$ cat src/rtl/dac_spi_writer.sv
`default_nettype none
// ============================================================================
// dac_spi_writer : dual-channel 12-bit serial DAC writer (MCP4922-style frames)
//                  with a shared LDAC strobe. Optional macro: DAC_SPI_CLAMP_EN.
// Revision 1.0
// ============================================================================
module dac_spi_writer #(
   parameter int CLK_DIV     = 4,
   parameter int GAP_CYCLES  = 2,
   parameter int LDAC_CYCLES = 2
) (
   input  logic        clk,
   input  logic        reset,
   input  logic        start,
   input  logic [1:0]  run,
   input  logic [15:0] sample_a,
   input  logic [15:0] sample_b,
   output logic        cs_n,
   output logic        sck,
   output logic        sdi,
   output logic        ldac_n,
   output logic        busy,
   output logic        done,
   output logic        overrun
);

   localparam logic [15:0] c_DIV_LAST  = 16'(CLK_DIV - 1);
   localparam logic [15:0] c_GAP_LAST  = 16'(GAP_CYCLES - 1);
   localparam logic [15:0] c_LDAC_LAST = 16'(LDAC_CYCLES - 1);

   typedef enum logic [2:0] {
      S_IDLE  = 3'd0,
      S_SETUP = 3'd1,
      S_SHIFT = 3'd2,
      S_HOLD  = 3'd3,
      S_GAP   = 3'd4,
      S_LDAC  = 3'd5,
      S_DONE  = 3'd6
   } state_t;

   state_t      r_state;
   logic [15:0] r_cnt;
   logic [3:0]  r_bit;
   logic        r_hi;
   logic        r_ch;
   logic [15:0] r_sa;
   logic [15:0] r_sb;
   logic [1:0]  r_run;
   logic        r_ovr_req;

   logic [11:0] w_code_a;
   logic [11:0] w_code_b;
   logic [11:0] w_code;
   logic        w_en;
   logic [15:0] w_frame;

   function automatic logic [11:0] f_code(input logic [15:0] s);
`ifdef DAC_SPI_CLAMP_EN
      logic [16:0] sum;
      sum = {s[15], s} + 17'd2048;
      if (sum[16])
         f_code = 12'd0;
      else if (sum[15:12] != 4'd0)
         f_code = 12'hFFF;
      else
         f_code = sum[11:0];
`else
      // Low 12 bits of (s + 2048) are all that survive the modulo-4096 wrap.
      f_code = s[11:0] + 12'd2048;
`endif
   endfunction

   assign w_code_a = f_code(r_sa);
   assign w_code_b = f_code(r_sb);
   assign w_code   = r_ch ? w_code_b : w_code_a;
   assign w_en     = r_ch ? r_run[1] : r_run[0];
   assign w_frame  = {r_ch, 1'b0, 1'b1, w_en, (w_en ? w_code : 12'd0)};

   // Outputs are registered from the current state, so pins trail the state by one edge.
   always_ff @(posedge clk) begin
      if (reset) begin
         r_state   <= S_IDLE;
         r_cnt     <= 16'd0;
         r_bit     <= 4'd0;
         r_hi      <= 1'b0;
         r_ch      <= 1'b0;
         r_sa      <= 16'd0;
         r_sb      <= 16'd0;
         r_run     <= 2'b00;
         r_ovr_req <= 1'b0;
         cs_n      <= 1'b1;
         sck       <= 1'b0;
         sdi       <= 1'b0;
         ldac_n    <= 1'b1;
         busy      <= 1'b0;
         done      <= 1'b0;
         overrun   <= 1'b0;
      end else begin
         r_ovr_req <= start && (r_state != S_IDLE);
         overrun   <= r_ovr_req;
         done      <= 1'b0;
         case (r_state)
            S_IDLE: begin
               cs_n   <= 1'b1;
               sck    <= 1'b0;
               sdi    <= 1'b0;
               ldac_n <= 1'b1;
               busy   <= 1'b0;
               if (start) begin
                  r_sa    <= sample_a;
                  r_sb    <= sample_b;
                  r_run   <= run;
                  r_ch    <= 1'b0;
                  r_cnt   <= 16'd0;
                  r_state <= S_SETUP;
               end
            end
            S_SETUP: begin
               cs_n   <= 1'b0;
               sck    <= 1'b0;
               sdi    <= w_frame[15];
               ldac_n <= 1'b1;
               busy   <= 1'b1;
               if (r_cnt == c_DIV_LAST) begin
                  r_cnt   <= 16'd0;
                  r_bit   <= 4'd0;
                  r_hi    <= 1'b0;
                  r_state <= S_SHIFT;
               end else begin
                  r_cnt <= r_cnt + 16'd1;
               end
            end
            S_SHIFT: begin
               cs_n <= 1'b0;
               busy <= 1'b1;
               sck  <= r_hi;
               if (!r_hi)
                  sdi <= w_frame[4'd15 - r_bit];
               if (r_cnt == c_DIV_LAST) begin
                  r_cnt <= 16'd0;
                  r_hi  <= !r_hi;
                  if (r_hi) begin
                     if (r_bit == 4'd15)
                        r_state <= S_HOLD;
                     else
                        r_bit <= r_bit + 4'd1;
                  end
               end else begin
                  r_cnt <= r_cnt + 16'd1;
               end
            end
            S_HOLD: begin
               cs_n <= 1'b0;
               sck  <= 1'b0;
               busy <= 1'b1;
               if (r_cnt == c_DIV_LAST) begin
                  r_cnt   <= 16'd0;
                  r_state <= S_GAP;
               end else begin
                  r_cnt <= r_cnt + 16'd1;
               end
            end
            S_GAP: begin
               cs_n <= 1'b1;
               sck  <= 1'b0;
               sdi  <= 1'b0;
               busy <= 1'b1;
               if (r_cnt == c_GAP_LAST) begin
                  r_cnt <= 16'd0;
                  if (!r_ch) begin
                     r_ch    <= 1'b1;
                     r_state <= S_SETUP;
                  end else begin
                     r_state <= S_LDAC;
                  end
               end else begin
                  r_cnt <= r_cnt + 16'd1;
               end
            end
            S_LDAC: begin
               cs_n   <= 1'b1;
               sck    <= 1'b0;
               sdi    <= 1'b0;
               ldac_n <= 1'b0;
               busy   <= 1'b1;
               if (r_cnt == c_LDAC_LAST) begin
                  r_cnt   <= 16'd0;
                  r_state <= S_DONE;
               end else begin
                  r_cnt <= r_cnt + 16'd1;
               end
            end
            S_DONE: begin
               ldac_n  <= 1'b1;
               busy    <= 1'b0;
               done    <= 1'b1;
               r_state <= S_IDLE;
            end
            default: begin
               r_state <= S_IDLE;
            end
         endcase
      end
   end

endmodule
`default_nettype wire

$ cat config.mk
export PLATFORM = sky130hd
export DESIGN_NAME = dac_spi_writer
export DESIGN_NICKNAME = d
export VERILOG_FILES = /design/src/rtl/dac_spi_writer.sv
export SDC_FILE = /design/constraint.sdc
export NUM_CORES = 1
export LEC_CHECK = 0
export CORE_ASPECT_RATIO = 0.8
export CORE_MARGIN = 2
export CORE_UTILIZATION = 53
export CTS_CLUSTER_SIZE = 30
export DETAILED_ROUTE_END_ITERATION = 10
export GPL_TIMING_DRIVEN = 0
export PLACE_DENSITY_LB_ADDON = 0.15
export SLEW_MARGIN = 0
export SYNTH_ARGS = -nofsm -noshare
export SYNTH_HDL_FRONTEND = slang
export SYNTH_SLANG_ARGS = --single-unit
$ cat constraint.sdc
create_clock -name clk -period 2 [get_ports clk]
set_input_delay 0.4 -clock clk [delete_from_list [all_inputs] [get_ports clk]]
set_output_delay 0.4 -clock clk [all_outputs]
set_load 0.005 [all_outputs]
==> qor.yml, run 1 <==
global_route:
  antenna_found_initial: 0
  grt_pass1_vias: 2356
  grt_overflow_total: 0
  track_usage: 0.238
  grt_pass1_wl_mm: 11.1
  grt_max_degree: 11
synthesis:
  postSynthCellCount: 340
  synth-edff-count: 0
  yosysWarningCount: 0
  seq_area_frac_synth: 0.420
  async_flop_share: 0
  netlist_area_mm2: 0.00281
  netlist.area_leader.share: 0.420
  synthTopCellsByArea: "dfxtp_1 (42%), nand2_1 (9.2%), a21oi_1 (6.8%), mux4_2 (4.0%), nor2_1 (3.3%)"
  synth.largest_area_cell: "dfxtp_1"
  synthesis.nets: 380
  ys_types: 44
  ys_ff_latch: 59
  synth_ff_type: "dfxtp_1"
  synth.avg_cell_area_um2: 8.28
route:
  drt.antenna.violating_nets: 0
  drt-total-wl_mm: 6.77
  drtIter0Drc: 258
  first_pass_iters: 5
  vias_per_cell: 5.82
  dr_total_vias: 2654
  drc: 0
  detail_route.wl_per_cell_um: 14.8
power:
  powerDensity_mw_per_mm2: 929
  peakVddDrop_mv: 0.552
  cellLeakagePower_nw: 1.25
sta:
  fin_crit_ps: 1930
  relSlewSlack: 0.632
  max_freq_mhz: 518
  rsz0062_at_grt: "yes"
  tightest_slew_ps: 552
  period_share: 0.965
  setup_ws_ps: 69.4
  finalHoldViolCount: 0
  setup_violations: 0
  finClkSkew_ps: 5.28
  maxSlewViolCount: 0
setup_path:
  end_kind: "flop"
  path_max_fanout: 10
  r2r_end: "r_cnt[11]"
  crit_path_end: "r_cnt[11]"
  critPathLaunchType: "flop"
  startpoint: "r_cnt[11]"
  reg2reg_depth: 6
  r2r-start: "r_cnt[11]"
  critical_path_class: "flop to flop"
  r2r_slack_ps: 70
  critical_path_required_ps: 2230
  arrival_ps: 2160
cells_and_area:
  regArea_mm2: 0.00118
  syn2layout_area_growth_pct: 24.7
  antenna_cells: 0
  layout.nets: 430
  fillers: 421
  multi_input_area_mm2: 0.00159
  drive_above_1_share: 0.117
  finalNonFillerCells: 456
place:
  io_buffers: 34
  dp_hpwl_mm: 4.82
  post-place-ws_ps: -322
  dp.cells: 436
  gp_congestion: 0.876
clocking:
  htree_levels: 3
  cts.sinks: 59
  ctsHoldBuffers: 0
  tritoncts: "yes"
  clockBufferDepth: 2
  cts.clk_slew.worst_paths_ps: 60
  cts_buffers: 9
  clock_latency_ps: 330
  cts_root_buffer: "clkbuf_8"
die:
  die_h_um: 69.2
  ios: 44
  dieArea_mm2: 0.00591
  start_util: 0.556
  coreArea_mm2: 0.00506
  die_w_um: 85.5
  row_count: 23
run:
  max_cap_violations: 0
status:
  status: "finished clean"
min_path:
  hp-class: "flop to flop"
## metal layers
| layer | global-route usage | up-vias | part of all wire |
|---|---|---|---|
| met1 | 0.352 | 1240 | 0.49 |
| met3 | 0.0702 | 9 | 0.066 |
| met4 | 0.0829 | 0 | 0.011 |
| met5 | 0 | - | 0 |
| met2 | 0.328 | 104 | 0.43 |
| li1 | - | 1301 | - |
## logic make-up after synthesis
logic type	Yosys count	share of synthesized area
flip-flops	59	0.420
AO/OA/AOI/OAI	78	0.179
AND/OR/NAND/NOR	152	0.260
XOR/XNOR	12	0.0373
adder cells (fa/ha/maj)	3	0.0133
multiplexers	7	0.0476
buffers and inverters	29	0.0427
## cell usage in the layout (no fill, tap or decap), types with 9 or more instances in the layout
cell type | netlist | layout
nand2_1 | 69 | 69
clkbuf_1 | 11 | 12
dfxtp_1 | 59 | 59
nor2_1 | 25 | 25
clkdlybuf4s50_1 | 0 | 34
inv_1 | 9 | 9
clkbuf_8 | 0 | 10
a21oi_1 | 38 | 38
## flip-flops by register name, summed over array words and instances, names as in the netlist
| signal | count |
|---|---|
| r_hi | 1 |
| r_state | 3 |
| ldac_n | 1 |
| cs_n | 1 |
| r_ovr_req | 1 |
| overrun | 1 |
| r_ch | 1 |
| r_sa | 12 |
| r_sb | 12 |
| r_run | 2 |
| done | 1 |
| r_bit | 4 |
| r_cnt | 16 |
| busy | 1 |
| sck | 1 |
| sdi | 1 |
## cells in the mapped netlist (6+ instances only)
cell type and n:
nor3_1 8, inv_1 9, nand4_1 8, nand3_1 8, buf_2 9, nor2_1 25, a21oi_1 38, o21ai_0 9
o211ai_1 6, dfxtp_1 59, and3_1 6, clkbuf_1 11, nand2_1 69, and2_1 6, nor2b_1 7, xor2_1 8
## final cells by class
class,count,area share
tap,62,0.0221
sequential,59,0.337
clock inverter,3,0.00428
multi-input combinational,252,0.453
timing repair buffer,39,0.108
buffer,20,0.0257
inverter,9,0.00963
clock buffer,12,0.0414
## what timing repair did
item,4_1_cts,5_1_grt
pin swaps,0,3
endpoints found under the hold margin,0,0
buffers inserted,0,5
endpoints found under the setup margin,12,39
resized for setup,3,10
## worst max-delay path, stage by stage, from the launching register on
cell      delay [ps]
dfxtp_1          350
nor4_2           360
and4_4           320
a21boi_4          90
o31ai_4          370
buf_4            240
nor2_1            70
## power by group
group / internal, mW / total, mW / switching [mW]
logic: 0.379 / 0.942 / 0.563
clock network: 0.470 / 0.905 / 0.435
registers: 1.31 / 1.41 / 0.0987
## per-stage QoR
| step | power, mW | setup TNS, ps | area, um2 | hold WS, ps | utilization |
|---|---|---|---|---|---|
| after floorplan | 1.99 | 0 | 2810 | 414 | - |
| after global placement | 2.25 | -3640 | 3230 | 441 | 0.638 |
| after detailed placement | 2.27 | -3670 | 3230 | 442 | 0.638 |
| after CTS | 3.19 | 0 | 3420 | 451 | 0.674 |
| after global routing | 3.45 | -365 | 3510 | 472 | 0.693 |
| final | 3.26 | 0 | 3510 | 453 | 0.693 |
## worst min path at each step
stage | start | cells past startpoint | to | slack [ps]
after floorplan | r_ovr_req | 1 | overrun | 410
after global placement | r_sa[2] | 2 | r_sa[2] | 440
after detailed placement | r_sb[10] | 2 | r_sb[10] | 440
after CTS | r_sb[10] | 2 | r_sb[10] | 450
after global routing | r_ovr_req | 1 | overrun | 470
final | r_sb[10] | 2 | r_sb[10] | 450
No activity file was read; power rests on OpenSTA's default activity.
==> run 2: changes to the inputs <==
Settings changed: SKIP_LAST_GASP from default to 1.
==> run 2 against run 1 <==
Effect of this change: setup slack worse by 68 ps; non-clock buffer count unchanged; combinational power down 0.5%; clock skew up 1.3 ps; sequential share of layout area up 0.072 points; count of clock-buffer cells in the layout unchanged; die area unchanged; design area down 0.21%; flip-flop and latch count unchanged; first-iteration DRC count down 11%; critical path depth unchanged; critical path type is now primary input to flop; critical endpoint is now r_cnt[3]; highest routed layer unchanged.
==> qor.yml, run 2 (same netlist as run 1, synthesis figures left out) <==
global_route:
  grt_pass1_wl_mm: 11.1  # unchanged
  grt_overflow_total: 0  # unchanged
  grt.busiest_layer: "met1"  # unchanged
  track_usage: 0.238  # unchanged
  use_met3: 0.0702  # unchanged
  antenna_found_initial: 0  # unchanged
  grt_use_met2: 0.328  # unchanged
  grt_max_degree: 11  # unchanged
  grt_pass1_vias: 2356  # unchanged
  use_met1: 0.352  # unchanged
route:
  vias_per_cell: 5.83  # was 5.82
  drt-total-wl_mm: 6.79  # was 6.77 mm
  drc: 0  # unchanged
  detail_route.wl_per_cell_um: 14.9  # was 14.8 um
  drt.antenna.violating_nets: 0  # unchanged
  dr_total_vias: 2660  # was 2654
  drtIter0Drc: 230  # was 258
  first_pass_iters: 5  # unchanged
sta:
  whs_ps: 452  # was 453 ps
  finalHoldViolCount: 0  # unchanged
  rsz0062_at_grt: "yes"  # unchanged
  max_freq_mhz: 500  # was 518 MHz
  tns_ps: 0  # unchanged
  setup_ws_ps: 1.82  # was 69.4 ps
  fin_crit_ps: 2000  # was 1930 ps
  setup_violations: 0  # unchanged
  tightest_slew_ps: 680  # was 552 ps
  maxSlewViolCount: 0  # unchanged
  finClkSkew_ps: 6.62  # was 5.28 ps
  relSlewSlack: 0.543  # was 0.632
  period_share: 0.999  # was 0.965
setup_path:
  critPathLaunchType: "primary input"  # was flop
  reg2reg_depth: 6  # unchanged
  end_kind: "flop"  # unchanged
  path_max_fanout: 7  # was 10
  critical_path_class: "primary input to flop"  # was flop to flop
  critical_path_required_ps: 2230  # about the same
  arrival_ps: 2230  # was 2160 ps
cells_and_area:
  finalNonFillerCells: 456  # unchanged
  layout_common_cells: "nand2_1 (69), dfxtp_1 (59), a21oi_1 (38), clkdlybuf4s50_1 (34), nor2_1 (25)"  # unchanged
  regMostFlops: "r_cnt"  # unchanged
  fin_area_mm2: 0.00350  # was 0.00351 mm2
  fillers: 421  # unchanged
  syn2layout_area_growth_pct: 24.4  # was 24.7%
  reg.largest.list: "r_cnt: 16 flops, r_sa: 12 flops, r_sb: 12 flops"  # unchanged
  antenna_cells: 0  # unchanged
  final_common_cell: "nand2_1"  # unchanged
  layout.nets: 430  # unchanged
  postLayoutCoreUtil: 0.691  # was 0.693
  drive_above_1_share: 0.112  # was 0.117
  largest_reg_flops: 16  # unchanged
status:
  status: "finished clean"  # unchanged
clocking:
  tritoncts: "yes"  # unchanged
  cts.clk_slew.worst_paths_ps: 60  # about the same
  htree_levels: 3  # unchanged
  cts_root_buffer: "clkbuf_8"  # unchanged
  clockBufferDepth: 2  # unchanged
  cts.sinks: 59  # unchanged
  cts_buffers: 9  # unchanged
  clock_latency_ps: 340  # was 330 ps
run:
  max_cap_violations: 0  # unchanged
place:
  gp_congestion: 0.876  # unchanged
  placement.cell_area_mm2: 0.00323  # unchanged
  io_buffers: 34  # unchanged
  dp.cells: 436  # unchanged
  dp_hpwl_mm: 4.82  # unchanged
  post-place-ws_ps: -322  # unchanged
die:
  ios: 44  # unchanged
  coreArea_mm2: 0.00506  # unchanged
  die_w_um: 85.5  # unchanged
  die_h_um: 69.2  # unchanged
  dieArea_mm2: 0.00591  # unchanged
  row_count: 23  # unchanged
  start_util: 0.556  # unchanged
power:
  powerDensity_mw_per_mm2: 929  # about the same
  power.total_mw: 3.25  # was 3.26 mW
  cellLeakagePower_nw: 1.24  # was 1.25 nW
  peakVddDrop_mv: 0.553  # was 0.552 mV
min_path:
  hp-class: "flop to flop"  # unchanged
  whs_path_depth: 2  # unchanged
-- run 2: worst max-delay path: stages --
cell and delay, ps:
clkdlybuf4s50_1 560, nor4_1 580, a21oi_1 270, nand4_1 210, xor2_1 160, nor2_1 60
-- run 2: layer usage --
| layer | vias to the layer above | routed length [um] |
|---|---|---|
| met5 | - | 0 |
| met4 | 0 | 97 |
| met3 | 11 | 457 |
| met2 | 101 | 2890 |
| met1 | 1244 | 3340 |
| li1 | 1304 | - |
-- run 2: layout make-up --
| cell class | count | area (um2) | area share |
|---|---|---|---|
| timing repair buffer | 39 | 378 | 0.108 |
| tap | 62 | 77.6 | 0.0222 |
| sequential | 59 | 1180 | 0.337 |
| clock buffer | 12 | 145 | 0.0415 |
| clock inverter | 3 | 15.0 | 0.00429 |
| inverter | 9 | 33.8 | 0.00965 |
| buffer | 20 | 88.8 | 0.0254 |
| multi-input combinational | 252 | 1580 | 0.452 |
-- run 2: power breakdown --
part	internal (mW)	switching, mW
Clock	0.470	0.436
Combinational	0.375	0.562
Sequential	1.31	0.0956
Total	2.16	1.09
-- run 2: timing repair --
item                                    in CTS  in global routing
gates cloned                                 0                  0
setup buffers                                0                  5
pin swaps                                    0                  3
hold buffers                                 0                  0
resized for setup                            3                  7
hold endpoints to repair                     0                  0
endpoints found under the setup margin      12                 39
-- run 2: worst paths after layout --
kind	start	to	slack, ps
max	start	r_cnt[3]	2
min	r_sb[10]	r_sb[10]	450
max reg2reg	r_cnt[11]	r_cnt[11]	70
min reg2reg	r_sb[10]	r_sb[10]	450
